File: src/rtl/ap_ctrl_driver.sv
// Sequences a run of cfg_num_txn transactions over an ap_start/ap_ready/ap_done/ap_continue kernel
// handshake, measuring per-transaction latency and aborting on timeout or cfg_abort.
module ap_ctrl_driver #(
    parameter int CNT_W   = 16,
    parameter int LAT_W   = 32,
    parameter int TIMEOUT = 100000
) (
    input  logic             ap_clk,
    input  logic             ap_rst_n,
    input  logic             cfg_go,
    input  logic [CNT_W-1:0] cfg_num_txn,
    input  logic             cfg_abort,
    output logic             ap_start,
    input  logic             ap_ready,
    input  logic             ap_done,
    output logic             ap_continue,
    output logic             finish,
    output logic             busy,
    output logic             err_timeout,
    output logic [CNT_W-1:0] txn_done,
    output logic [LAT_W-1:0] last_lat,
    output logic [LAT_W-1:0] max_lat
);

    typedef enum logic [2:0] {
        S_IDLE      = 3'd0,
        S_START     = 3'd1,
        S_WAIT_DONE = 3'd2,
        S_ACK       = 3'd3,
        S_FINISH    = 3'd4
    } state_t;

    localparam logic [LAT_W-1:0] TIMEOUT_VAL = LAT_W'(TIMEOUT);

    state_t             r_state;
    state_t             w_next;
    logic [CNT_W-1:0]   r_num_txn;
    logic [CNT_W-1:0]   r_txn_done;
    logic [LAT_W-1:0]   r_lat;
    logic [LAT_W-1:0]   r_last_lat;
    logic [LAT_W-1:0]   r_max_lat;
    logic               r_err;
    logic               r_abort_pend;

    logic               w_go_acc;
    logic               w_in_run;
    logic               w_done_hit;
    logic               w_timeout_hit;
    logic               w_more;
    logic               w_enter_start;
    logic [LAT_W-1:0]   w_lat_inc;

    // Latency this cycle included; saturates rather than wrapping
    assign w_lat_inc     = (&r_lat) ? r_lat : r_lat + LAT_W'(1);
    assign w_go_acc      = cfg_go && ((r_state == S_IDLE) || (r_state == S_FINISH));
    assign w_in_run      = (r_state == S_START) || (r_state == S_WAIT_DONE);
    assign w_done_hit    = ((r_state == S_START) && ap_ready && ap_done) ||
                           ((r_state == S_WAIT_DONE) && ap_done);
    // A completed transaction or an abort takes precedence over the timeout
    assign w_timeout_hit = w_in_run && !w_done_hit && !cfg_abort && (w_lat_inc >= TIMEOUT_VAL);
    assign w_more        = ((CNT_W+1)'(r_txn_done) + (CNT_W+1)'(1)) < (CNT_W+1)'(r_num_txn);
    assign w_enter_start = (w_next == S_START) && (r_state != S_START);

    always_ff @(posedge ap_clk or negedge ap_rst_n) begin
        if (!ap_rst_n) begin
            r_state <= S_IDLE;
        end else begin
            r_state <= w_next;
        end
    end

    always_comb begin
        w_next = r_state;
        case (r_state)
            S_IDLE, S_FINISH: begin
                if (cfg_go) begin
                    w_next = (cfg_num_txn == '0) ? S_FINISH : S_START;
                end
            end
            S_START: begin
                if (w_done_hit) begin
                    w_next = S_ACK;
                end else if (cfg_abort || w_timeout_hit) begin
                    w_next = S_FINISH;
                end else if (ap_ready) begin
                    w_next = S_WAIT_DONE;
                end
            end
            S_WAIT_DONE: begin
                if (w_done_hit) begin
                    w_next = S_ACK;
                end else if (cfg_abort || w_timeout_hit) begin
                    w_next = S_FINISH;
                end
            end
            S_ACK: begin
                if (cfg_abort || r_abort_pend || !w_more) begin
                    w_next = S_FINISH;
                end else begin
                    w_next = S_START;
                end
            end
            default: w_next = S_IDLE;
        endcase
    end

    always_ff @(posedge ap_clk or negedge ap_rst_n) begin
        if (!ap_rst_n) begin
            r_num_txn    <= '0;
            r_txn_done   <= '0;
            r_lat        <= '0;
            r_last_lat   <= '0;
            r_max_lat    <= '0;
            r_err        <= 1'b0;
            r_abort_pend <= 1'b0;
        end else begin
            if (w_go_acc) begin
                r_num_txn    <= cfg_num_txn;
                r_txn_done   <= '0;
                r_last_lat   <= '0;
                r_max_lat    <= '0;
                r_err        <= 1'b0;
                r_abort_pend <= 1'b0;
            end
            if (w_enter_start) begin
                r_lat <= '0;
            end else if (w_in_run) begin
                r_lat <= w_lat_inc;
            end
            // Abort arriving together with done: acknowledge first, then finish
            if (w_done_hit && cfg_abort) begin
                r_abort_pend <= 1'b1;
            end
            if (w_timeout_hit) begin
                r_err <= 1'b1;
            end
            if (r_state == S_ACK) begin
                r_txn_done   <= r_txn_done + CNT_W'(1);
                r_last_lat   <= r_lat;
                r_abort_pend <= 1'b0;
                if (r_lat > r_max_lat) begin
                    r_max_lat <= r_lat;
                end
            end
        end
    end

    assign ap_start    = (r_state == S_START);
    assign ap_continue = (r_state == S_ACK);
    assign finish      = (r_state == S_FINISH);
    assign busy        = (r_state == S_START) || (r_state == S_WAIT_DONE) || (r_state == S_ACK);
    assign err_timeout = r_err;
    assign txn_done    = r_txn_done;
    assign last_lat    = r_last_lat;
    assign max_lat     = r_max_lat;

endmodule

File: config.mk
export PLATFORM = sky130hd
export DESIGN_NAME = ap_ctrl_driver
export DESIGN_NICKNAME = d
export VERILOG_FILES = /design/src/rtl/ap_ctrl_driver.sv
export SDC_FILE = /design/constraint.sdc
export NUM_CORES = 1
export LEC_CHECK = 0
export CORE_MARGIN = 10
export CORE_UTILIZATION = 60
export CTS_CLUSTER_DIAMETER = 100
export DETAILED_ROUTE_END_ITERATION = 10
export PLACE_DENSITY = 0.95
export SLEW_MARGIN = 40
export SYNTH_ARGS = -nofsm -noshare
export SYNTH_HDL_FRONTEND = slang
export SYNTH_SLANG_ARGS = --single-unit
File: constraint.sdc
create_clock -name ap_clk -period 9.8 [get_ports ap_clk]
set_clock_uncertainty 0.15 [all_clocks]
set_input_delay 1.47 -clock ap_clk [delete_from_list [all_inputs] [get_ports ap_clk]]
set_output_delay 1.47 -clock ap_clk [all_outputs]
set_load 0.02 [all_outputs]
; Yosys cells after proc, flatten, opt, wreduce, memory -nomap -nowiden
; Index checks and enable logic that the tools add are counted.
[word_totals]
register_bits = 133
inputBits = 22
output_inout_bits = 85
word_cells = 70
[classes]
addsub = 3
order_cmp = 3
n_eq_ne = 6
n_mux = 23
n_reduce_logical = 27
[ops]
columns = cell, count
row1 = $mux 32, 8
row2 = $add 32x1->32 const B, 1
row3 = $ge 32x17->1 const B, 1
row4 = $gt 32x32->1, 1
row5 = $mux 16, 2
row6 = $reduce_and 32->1, 1
row7 = $mux 3, 8
row8 = $add 16x1->17 const B, 1
row9 = $lt 17x16->1, 1
row10 = $add 16x1->16 const B, 1
row11 = $logic_not 16->1, 1
row12 = $pmux 3 s4, 1
row13 = $logic_and 1x1->1, 9
row14 = $logic_or 1x1->1, 7
row15 = $eq 3x1->1 const B, 2
row16 = $eq 3x2->1 const B, 2
row17 = $reduce_bool 2->1, 3
row18 = $mux 1, 4
row19 = $eq 3x3->1 const B, 1
row20 = $logic_not 1->1, 3
row21 = $logic_not 3->1, 1
row22 = $ne 3x1->1 const B, 1
row23 = $reduce_bool 3->1, 1
row24 = $reduce_or 2->1, 1

; Longest topological paths before layout
; Gate-level depths: netlist of run 1.
[logic_depth]
word_depth = 15
depth_mapped = 16
mapped_depth_nobuf = 14

; Least setup slack after synthesis of run 1
; No wires, ideal clock.
[synth_timing]
path_type = reg2reg
start = register r_txn_done[2], in the netlist txn_done[2]
end = register r_lat[0]
setup_time_ps = 132
arrival_time_ps = 3282
required_ps = 9518
slack_ps = 6236
stages_incl_launch_ff = 17
n_path_buf = 2
period_less_slack_ps = 3564
cell_sequence = dfrtp_1 and3_1 and3_1 and3_1 clkbuf_1 and3_1 and3_1 nand3_1 xnor2_1 ha_1 nor3_1 o21ai_0 nor4b_1 o21ai_0 nand2_1 clkbuf_1 nor2_1
[synth_via]
elab_chain_cells = 9
elab_cells_between_ends = 10
cone_classes = 1 x add/sub / 1 x order compare / 1 x eq/ne / 3 x mux / 4 x reduce/logical
[synth_rtl]
columns = item, line_no
row1 = "start, declared", 38  ; logic [CNT_W-1:0] r_txn_done;
row2 = "start signal, assigned", 138  ; r_txn_done <= r_txn_done + CNT_W'(1);
row3 = $add 16x1->17 *, 61  ; assign w_more = ((CNT_W+1)'(r_txn_done) + (CNT_W+1)'(1)) < (CNT_W+1)'(r_num_txn);
row4 = $lt 17x16->1 *, 61
row5 = $logic_not 1->1 *, 97  ; if (cfg_abort || r_abort_pend || !w_more) begin
row6 = $logic_or 1x1->1 *, 97
row7 = $mux 3 *, 97
row8 = $pmux 3 s4 *, 74  ; case (r_state)
row9 = $eq 3x1->1 *, 62  ; assign w_enter_start = (w_next == S_START) && (r_state != S_START);
row10 = $logic_and 1x1->1 *, 62
row11 = $mux 32 or $reduce_bool 2->1 (tied branches), n/a
row12 = "end signal, assigned", 128  ; r_lat <= w_lat_inc;
row13 = "end, declared", 39  ; logic [LAT_W-1:0] r_lat;
; Mark *: on every way between the ends. The rest lies on a longest branch, timed or not.
; A chain may end at the register's enable or synchronous reset.

; Final worst setup path of run 1
[layout_timing]
start = register r_txn_done[0], in the netlist txn_done[0]
end = register r_lat[23]
; The elaborated chain is that of the path after synthesis.

==> flow_summary.yaml, run 1 <==
status:
  status: "finished, final reports clean"
power_and_ir_drop:
  leakage_nw: 4.40
  p_total_w: 0.00172
  powerDensity_mw_per_mm2: 180
  ir_worst_vdd_mv: 0.132
final_layout:
  mostFrequentLayoutCells: "dfrtp_1 (133), clkdlybuf4s50_1 (105), nor2_1 (63), inv_1 (51), a21oi_1 (50)"
  diodes: 0
  area_delta_synth_final_pct: 21.6
  fin_nets: 958
  mostFrequentLayoutCell: "dfrtp_1"
  fill_cells: 839
  layout-drive-gt1-share_pct: 11.0
placement:
  dp_hpwl_um: 14400
  port_buffers: 106
  pre_cts_slack_ns: 5.85
  gp_congestion: 0.965
global_routing:
  grt_pass1_wl_um: 35100
  grt_max_degree: 78
  grtUsageTotal_pct: 23.8
  grt_antenna_before_repair: 0
  overflow: 0
  grt_pass1_vias: 6925
sta:
  timing.final.crit_share_pct: 42.5
  slew-limit-headroom_pct: 45.8
  setup_tns_ns: 0
  rsz0062_at_grt: "false"
  setup_slack_ns: 5.64
  max_slew.worst_pin.slew_ns: 0.810
  max_freq_mhz: 240
  maxSlewViolCount: 0
  final.min_clock_period_ns: 4.16
  setup_viol: 0
  hold_viol: 0
setup_path:
  start_kind: "flip-flop"
  rr_startpoint: "txn_done[0]$_DFFE_PN0P_"
  worstPathCellList: "ha_1 > and3_1 > nand2_1 > xnor2_1 > ha_1 > nand4_1 > nor2_1 > a211oi_1 > a21oi_1 > o31ai_1 > nor4b_1 > o21ai_0 > nand2_2 > nor2_1"
  cp_data_required_time_ns: 9.93
  ff2ff_path_depth: 14
  crit_path_max_fanout: 33
  path_buf_inv: 0
  critical_path_class: "flip-flop to flip-flop"
  cp-end-kind: "flip-flop"
  critPathLaunch: "txn_done[0]$_DFFE_PN0P_"
  cp_slowest_cell: "nand2_2"
  reg2reg_to: "r_lat[23]$_DFFE_PN0P_"
  slowest_delay_ns: 0.57
  rrSetupSlack_ns: 5.64
  worstPathArrival_ns: 4.29
  crit_family: "simple AND/OR/NAND/NOR gates"
drt:
  wl_met3_um: 1560
  routedWlPerCell_um: 20.1
  wl_met1_um: 8610
  ant_nets: 0
  routed_via_density: 6.27
  top_layer_used: "met4"
  route.met2.wl_um: 10700
  first_pass_iters: 6
  drt_iter0_drc: 659
  vias: 6715
  wl_um: 21500
  drc: 0
floorplanning:
  die_h_um: 135
  start_util_pct: 61.8
  ios: 107
  die_area_mm2: 0.0181
  num_rows: 41
  core_mm2: 0.0127
  die_width_um: 135
worst_hold_path:
  hold_depth: 1
  hold_start: "last_lat[13]$_DFFE_PN0P_"
  hold_path_end: "last_lat[13]$_DFFE_PN0P_"
  hold_class: "flip-flop to flip-flop"
synthesis:
  synth-edff-count: 0
  synthFlopType: "dfrtp_1"
  ys.warnings.count: 0
  ys_seq_area_share_pct: 42.3
  ys_seq_elements: 133
  syn-cell-area_mm2: 0.00787
  syn_inst: 812
  synth_cell_types: 55
  synth_nets: 883
  synth_async_sr_flop_share_pct: 100
  synth.avg_cell_area_um2: 9.69
clocking:
  cts_buffer_depth: 2
  cts_buffers: 17
  cts_tree: "done"
  ctsResizeCount: 0
  clock-sinks: 133
  h-tree-depth: 4
  clk_pin_slew_ns: 0.06
  cts_setup_buffers: 0
  cts_root_buffer: "clkbuf_16"
  cts-hold-fix-buffers: 0
  clk_latency_ns: 0.43
flow_run:
  maxCapViolCount: 0
## per-stage QoR
stage | instance area, um^2 | hold slack, ns | std cells | utilization (%)
after CTS | 9560 | 0.350 | 1071 | 75.1
after global placement | 8940 | 0.314 | 1040 | 70.3
after detailed placement | 8950 | 0.328 | 1040 | 70.3
final | 9560 | 0.347 | 1071 | 75.2
after global routing | 9560 | 0.368 | 1071 | 75.2
after floorplan | 7870 | 0.324 | 812 | -
## final cells by class
type | count | area [um^2] | area share, %
timing repair buffer | 113 | 1110 | 11.7
inverter | 51 | 191 | 2.00
multi-input combinational | 571 | 4100 | 42.9
clock inverter | 10 | 154 | 1.61
clock buffer | 21 | 460 | 4.81
sequential | 133 | 3330 | 34.8
tap | 172 | 215 | 2.25
## Yosys cell counts, drive strengths merged (2+ instances only)
cell type  count  share of area [%]
a211o          5               0.57
and4          13                1.5
and2           6               0.48
or2            3               0.24
and3          16                1.3
o21ai         37                2.4
mux2          45                6.4
o211ai         4               0.38
nor3          14               0.89
nand2b         2               0.16
xor2          28                3.1
nor2          64                3.1
inv           51                2.4
o31ai          3               0.29
nand3b         2               0.19
a31oi          3               0.24
xnor2         22                2.4
o21a           5               0.48
nor3b          3               0.29
ha            49                7.8
buf           21                1.7
nor4b          3               0.41
nand2         51                2.4
nand3         23                1.5
clkbuf        36                1.8
mux2i          7               0.89
a21oi         51                3.2
nand4         31                2.6
nor2b          2               0.16
a21o          14                1.3
a21boi         3               0.29
nor4           9               0.91
a211oi         7               0.80
dfrtp        133                 42
a22o          35                3.9
## how the worst max path moves through the flow
stage / to / slack, ns / cells past startpoint
3_5_place_dp: r_lat[15]$_DFFE_PN0P_ / 5.85 / 14
6_report: r_lat[23]$_DFFE_PN0P_ / 5.64 / 14
4_1_cts: r_lat[23]$_DFFE_PN0P_ / 5.71 / 14
5_1_grt: r_lat[23]$_DFFE_PN0P_ / 5.40 / 14
3_3_place_gp: r_lat[23]$_DFFE_PN0P_ / 5.74 / 14
2_1_floorplan: r_lat[0]$_DFFE_PN0P_ / 6.24 / 16
## cell families (layout without fill, tap and decap cells)
group           Yosys count  in the layout  share of synthesized area, %
compound gates          175            175                          14.8
xor+xnor                 50             50                          5.57
fa+ha+maj                49             49                          7.79
buf+inv                 108            195                          5.88
flops                   133            133                          42.3
mux                      52             52                          7.33
simple gates            245            245                          16.3
## flip-flops by register name (all words and copies together), names as in the netlist
name / cells
r_lat: 32
err_timeout: 1
last_lat: 32
max_lat: 32
r_num_txn: 16
r_abort_pend: 1
txn_done: 16
r_state: 3
## layer usage
metal,GRT usage [%],vias to the layer above
met3,5.19,67
met2,40.0,307
met5,0,-
met1,28.7,3297
met4,10.8,0
li1,-,3044
## report_power, final
group          leakage (nW)  internal (W)  switching (W)
Combinational          2.28      0.000148       0.000257
Sequential             1.82      0.000600      0.0000432
Clock                 0.306      0.000435       0.000237
No activity file was read; power rests on OpenSTA's default activity.
==> run 2, diff against run 1 <==
Settings changed: CORE_UTILIZATION 60 to 50, PLACE_DENSITY 0.95 to 0.87.
Clock period 9.8 ns to 3.74 ns, I/O delays scaled along.
==> flow_summary.yaml, run 2 (same netlist as run 1, synthesis figures left out) <==
setup_path:
  crit_top_cell: "a21o_1"
  start_kind: "flip-flop"
  critical_path_class: "flip-flop to flip-flop"
  ff2ff_path_depth: 14
  cp-end-kind: "flip-flop"
  cp_slowest_cell: "dfrtp_1"
  rrSetupSlack_ns: 0.21
  cp.depth: 14
  crit_path_max_fanout: 33
  worstPathArrival_ns: 3.67
  worstPathCellList: "ha_2 > and3_2 > xor2_1 > ha_1 > a21o_1 > a21o_1 > a211oi_2 > a21oi_1 > o31ai_2 > nor4b_4 > o21ai_0 > nand2_1 > buf_12 > a211oi_1"
  slowest_delay_ns: 0.44
  path_buf_inv: 1
  cp_data_required_time_ns: 3.88
  crit_family: "compound AO/OA/AOI/OAI gates"
floorplanning:
  die_area_mm2: 0.0211
  num_rows: 45
  core_mm2: 0.0153
  die_h_um: 145
  die_width_um: 145
  start_util_pct: 51.4
  ios: 107
power_and_ir_drop:
  powerDensity_mw_per_mm2: 469
  seqPwrFrac_pct: 36.5
  ir_worst_vdd_mv: 0.384
  power_frac_comb_pct: 23.9
  swShare_pct: 31.4
  leakage_nw: 4.50
  p_int_w: 0.00316
  power.share.clock_pct: 39.6
  power_switching_w: 0.00145
global_routing:
  grt_max_degree: 51
  overflow: 0
  grtUsageTotal_pct: 20.3
  grt_pass1_wl_um: 35400
  grt_antenna_before_repair: 0
  grt_pass1_vias: 6724
sta:
  max_slew.worst_pin.slew_ns: 0.781
  hold_viol: 0
  max_freq_mhz: 284
  timing.final.crit_share_pct: 94.3
  final.min_clock_period_ns: 3.53
  fin_hold_ws_ns: 0.329
  rsz0062_at_grt: "false"
  maxSlewViolCount: 0
  slew-limit-headroom_pct: 47.8
  setup_tns_ns: 0
  setup_viol: 0
final_layout:
  mostFrequentLayoutCell: "dfrtp_1"
  area_delta_synth_final_pct: 25.0
  fin_nets: 975
  final_area_mm2: 0.00983
  fin_cells: 1127
  diodes: 0
  post-route-util_pct: 64.2
  fill_cells: 1195
  layout-drive-gt1-share_pct: 13.6
  mostFrequentLayoutCells: "dfrtp_1 (131), clkdlybuf4s50_1 (105), nor2_1 (63), inv_1 (51)"
clocking:
  cts_setup_buffers: 0
  clk_latency_ns: 0.43
  cts_buffer_depth: 2
  cts_tree: "done"
  clk_pin_slew_ns: 0.06
  cts_buffers: 17
  cts_root_buffer: "clkbuf_16"
  clock-sinks: 133
  h-tree-depth: 4
drt:
  drt_iter0_drc: 825
  ant_nets: 0
  drc: 0
  vias: 6656
  routed_via_density: 5.91
  routedWlPerCell_um: 19.2
  wl_um: 21600
  first_pass_iters: 5
flow_run:
  maxCapViolCount: 0
placement:
  port_buffers: 106
  placed_cells: 1095
  place_area_mm2: 0.00915
  gp_congestion: 0.975
  dp_hpwl_um: 15200
worst_hold_path:
  hold_class: "flip-flop to flip-flop"
  hold_depth: 2
status:
  status: "finished, final reports clean"
run 2: cell count changes in the layout (fill, tap and decap cells not counted), sizes merged:
cell	previous run	this run
buf	8	24
clkbuf	21	20
clkinv	6	1
clkinvlp	0	4
dlygate4sd3	0	1
inv	51	53
run 2: power groups by stage:
stage	clock network [W]	logic (W)	registers [W]
after floorplan	0	0.000683	0.00167
after global placement	0	0.00103	0.00169
after detailed placement	0	0.00107	0.00170
after CTS	0.00183	0.00109	0.00168
after global routing	0.00191	0.00120	0.00170
final	0.00182	0.00110	0.00168
run 2: metrics by stage:
stage,setup slack (ns),total power [W]
after global placement,0.301,0.00272
after detailed placement,0.0720,0.00276
after CTS,0.0921,0.00460
after floorplan,0.176,0.00236
after global routing,0.0247,0.00480
final,0.213,0.00461
run 2: final timing paths:
path | startpoint | to
setup / recovery | txn_done[1]$_DFFE_PN0P_ | r_lat[22]$_DFFE_PN0P_
hold / removal | last_lat[0]$_DFFE_PN0P_ | last_lat[0]$_DFFE_PN0P_
setup reg to reg | txn_done[1]$_DFFE_PN0P_ | r_lat[22]$_DFFE_PN0P_
hold reg to reg | last_lat[0]$_DFFE_PN0P_ | last_lat[0]$_DFFE_PN0P_
max in group asynchronous | ap_rst_n | max_lat[13]$_DFF_PN0_
min in group asynchronous | ap_rst_n | txn_done[10]$_DFFE_PN0P_
run 2: cell type report:
class	count	area [um^2]	share of cell area, %
multi-input cells	571	4130	42.0
flip-flops and latches	133	3330	33.9
repair buffers	130	1280	13.0
clock buffers	20	467	4.75
well taps	211	264	2.69
inverters	51	191	1.95
clock inverters	11	173	1.76
run 2: repair_timing:
| action | CTS | global route |
|---|---|---|
| gates resized for setup | 1 | 10 |
| endpoints found under the setup margin | 33 | 33 |
| endpoints found under the hold margin | 28 | 0 |
| hold buffers | 1 | 0 |
run 2: worst register-to-register path: cells and delay by family, from the launching register on:
family | cells | cell delay [ns]
simple gates | 3 | 0.66
buf+inv | 1 | 0.19
fa+ha+maj | 2 | 0.55
flops | 1 | 0.44
xor+xnor | 1 | 0.19
compound gates | 7 | 1.23
run 2: layer usage:
metal	global-route usage, %	part of all wire [%]	wire length, um
met5	0	0	0
met4	6.52	1.9	419
met3	5.59	6.8	1470
met2	33.4	49	10600
met1	25.1	42	9100
==> run 3, diff against run 2 <==
Settings changed: SLEW_MARGIN 40 to 20.
==> flow_summary.yaml, run 3 (same netlist as run 1, synthesis figures left out) <==
floorplanning:
  start_util_pct: 51.4
  num_rows: 45
  die_h_um: 145
  die_width_um: 145
  die_area_mm2: 0.0211
  ios: 107
  core_mm2: 0.0153
placement:
  place_area_mm2: 0.00913
  placed_cells: 1094
  gp_congestion: 0.975
  pre_cts_slack_ns: 0.140
  dp_hpwl_um: 15100
  port_buffers: 106
sta:
  maxSlewViolCount: 0
  timing.final.crit_share_pct: 95.6
  slew-limit-headroom_pct: 37.4
  setup_slack_ns: 0.165
  setup_viol: 0
  hold_viol: 0
  final.min_clock_period_ns: 3.58
  max_slew.worst_pin.slew_ns: 0.936
  setup_tns_ns: 0
  rsz0062_at_grt: "false"
  max_freq_mhz: 280
global_routing:
  grt_pass1_vias: 6809
  grtUsageTotal_pct: 20.1
  grtUsageMet2_pct: 32.9
  grt_antenna_before_repair: 1
  overflow: 0
  grt_pass1_wl_um: 35100
  use_met1_pct: 24.7
  grt_max_degree: 66
  busiest_layer: "met2"
  use_met3_pct: 5.46
final_layout:
  mostFrequentLayoutCells: "dfrtp_1 (132), clkdlybuf4s50_1 (105), nor2_1 (63), inv_1 (51), nand2_1 (51)"
  mostFrequentLayoutCell: "dfrtp_1"
  fin_cells: 1127
  final_area_mm2: 0.00978
  fin_nets: 973
  layout-drive-gt1-share_pct: 13.1
  area_delta_synth_final_pct: 24.3
  fill_cells: 1224
  seqCellArea_mm2: 0.00333
  multi_input_area_mm2: 0.00411
power_and_ir_drop:
  seqPwrFrac_pct: 36.7
  power_switching_w: 0.00143
  power.share.clock_pct: 39.4
  powerDensity_mw_per_mm2: 467
  swShare_pct: 31.3
  p_int_w: 0.00314
  ir_worst_vdd_mv: 0.318
  power_frac_comb_pct: 23.9
  leakage_nw: 4.47
  p_total_w: 0.00456
clocking:
  cts_root_buffer: "clkbuf_16"
  cts_buffers: 17
  clk_pin_slew_ns: 0.06
  h-tree-depth: 4
  clock-sinks: 133
  cts_tree: "done"
  clk_latency_ns: 0.43
  cts_buffer_depth: 2
setup_path:
  critical_path_class: "flip-flop to flip-flop"
  start_kind: "flip-flop"
  crit_family: "simple AND/OR/NAND/NOR gates"
  path_buf_inv: 1
  cp_data_required_time_ns: 3.88
  cp-end-kind: "flip-flop"
  slowest_delay_ns: 0.42
  cp_slowest_cell: "dfrtp_1"
  crit_path_max_fanout: 33
  worstPathCellList: "and3_1 > and3_1 > and3_2 > xor2_1 > ha_1 > nand4_1 > nor2_1 > a211oi_1 > a21oi_1 > o31ai_1 > nor4b_2 > o21ai_0 > nand2_1 > buf_12 > a211oi_1"
  worstPathArrival_ns: 3.72
drt:
  routed_via_density: 5.89
  drc: 0
  routedWlPerCell_um: 18.8
  vias: 6636
  ant_nets: 0
  first_pass_iters: 6
  drt_iter0_drc: 617
  wl_um: 21200
worst_hold_path:
  hold_class: "input port to asynchronous set/reset pin"
status:
  status: "finished, final reports clean"
flow_run:
  maxCapViolCount: 0
[run 3: power by group through the flow]
stage / Sequential (W) / Combinational [W] / Clock, W
floorplan: 0.00167 / 0.000683 / 0
global placement: 0.00169 / 0.00103 / 0
detailed placement: 0.00170 / 0.00106 / 0
CTS: 0.00167 / 0.00107 / 0.00181
global route: 0.00169 / 0.00117 / 0.00188
finish: 0.00167 / 0.00109 / 0.00180
[run 3: area by class of cell]
type | count | share of cell area (%)
antenna | 1 | 0.0256
clock buffer | 20 | 4.67
clock inverter | 12 | 1.82
inverter | 51 | 1.96
multi-input combinational | 571 | 42.0
sequential | 133 | 34.1
tap | 211 | 2.70
timing repair buffer | 128 | 12.8
[run 3: path summary, 6_finish.rpt]
kind | start | end | slack (ns) | cells after the start
setup / recovery | txn_done[3]$_DFFE_PN0P_ | r_lat[22]$_DFFE_PN0P_ | 0.16 | 15
hold reg to reg | err_timeout$_DFFE_PN0P_ | err_timeout$_DFFE_PN0P_ | 0.34 | 2
hold / removal | ap_rst_n | max_lat[3]$_DFF_PN0_ | 0.12 | 1
setup reg to reg | txn_done[3]$_DFFE_PN0P_ | r_lat[22]$_DFFE_PN0P_ | 0.16 | 15
min in group ap_clk | err_timeout$_DFFE_PN0P_ | err_timeout$_DFFE_PN0P_ | 0.34 | 2
max in group asynchronous | ap_rst_n | last_lat[20]$_DFFE_PN0P_ | 2.53 | 2
[run 3: repair_timing]
item,in CTS,in global routing
gates resized for setup,0,6
setup buffers,0,0
hold buffers,0,0
setup endpoints to repair,0,33
[run 3: metal layers]
| layer | up-vias | routed length (um) |
|---|---|---|
| li1 | 3078 | - |
| met2 | 258 | 10200 |
| met3 | 46 | 1380 |
| met4 | 0 | 537 |
| met1 | 3254 | 9040 |
| met5 | - | 0 |
[run 3: worst register-to-register path, stage by stage, from the launching register on]
cell      delay (ns)
dfrtp_1         0.42
and3_1          0.21
and3_1          0.22
and3_2          0.27
xor2_1          0.16
ha_1            0.32
nand4_1         0.15
nor2_1          0.07
a211oi_1        0.28
a21oi_1         0.14
o31ai_1         0.24
nor4b_2         0.28
o21ai_0         0.13
nand2_1         0.13
buf_12          0.20
a211oi_1        0.07
[run 3: per-stage QoR]
stage	hold slack, ns	utilization (%)
floorplan	0.115	-
global placement	0.310	59.6
detailed placement	0.330	59.6
CTS	0.136	63.7
global route	0.175	63.8
finish	0.117	63.8
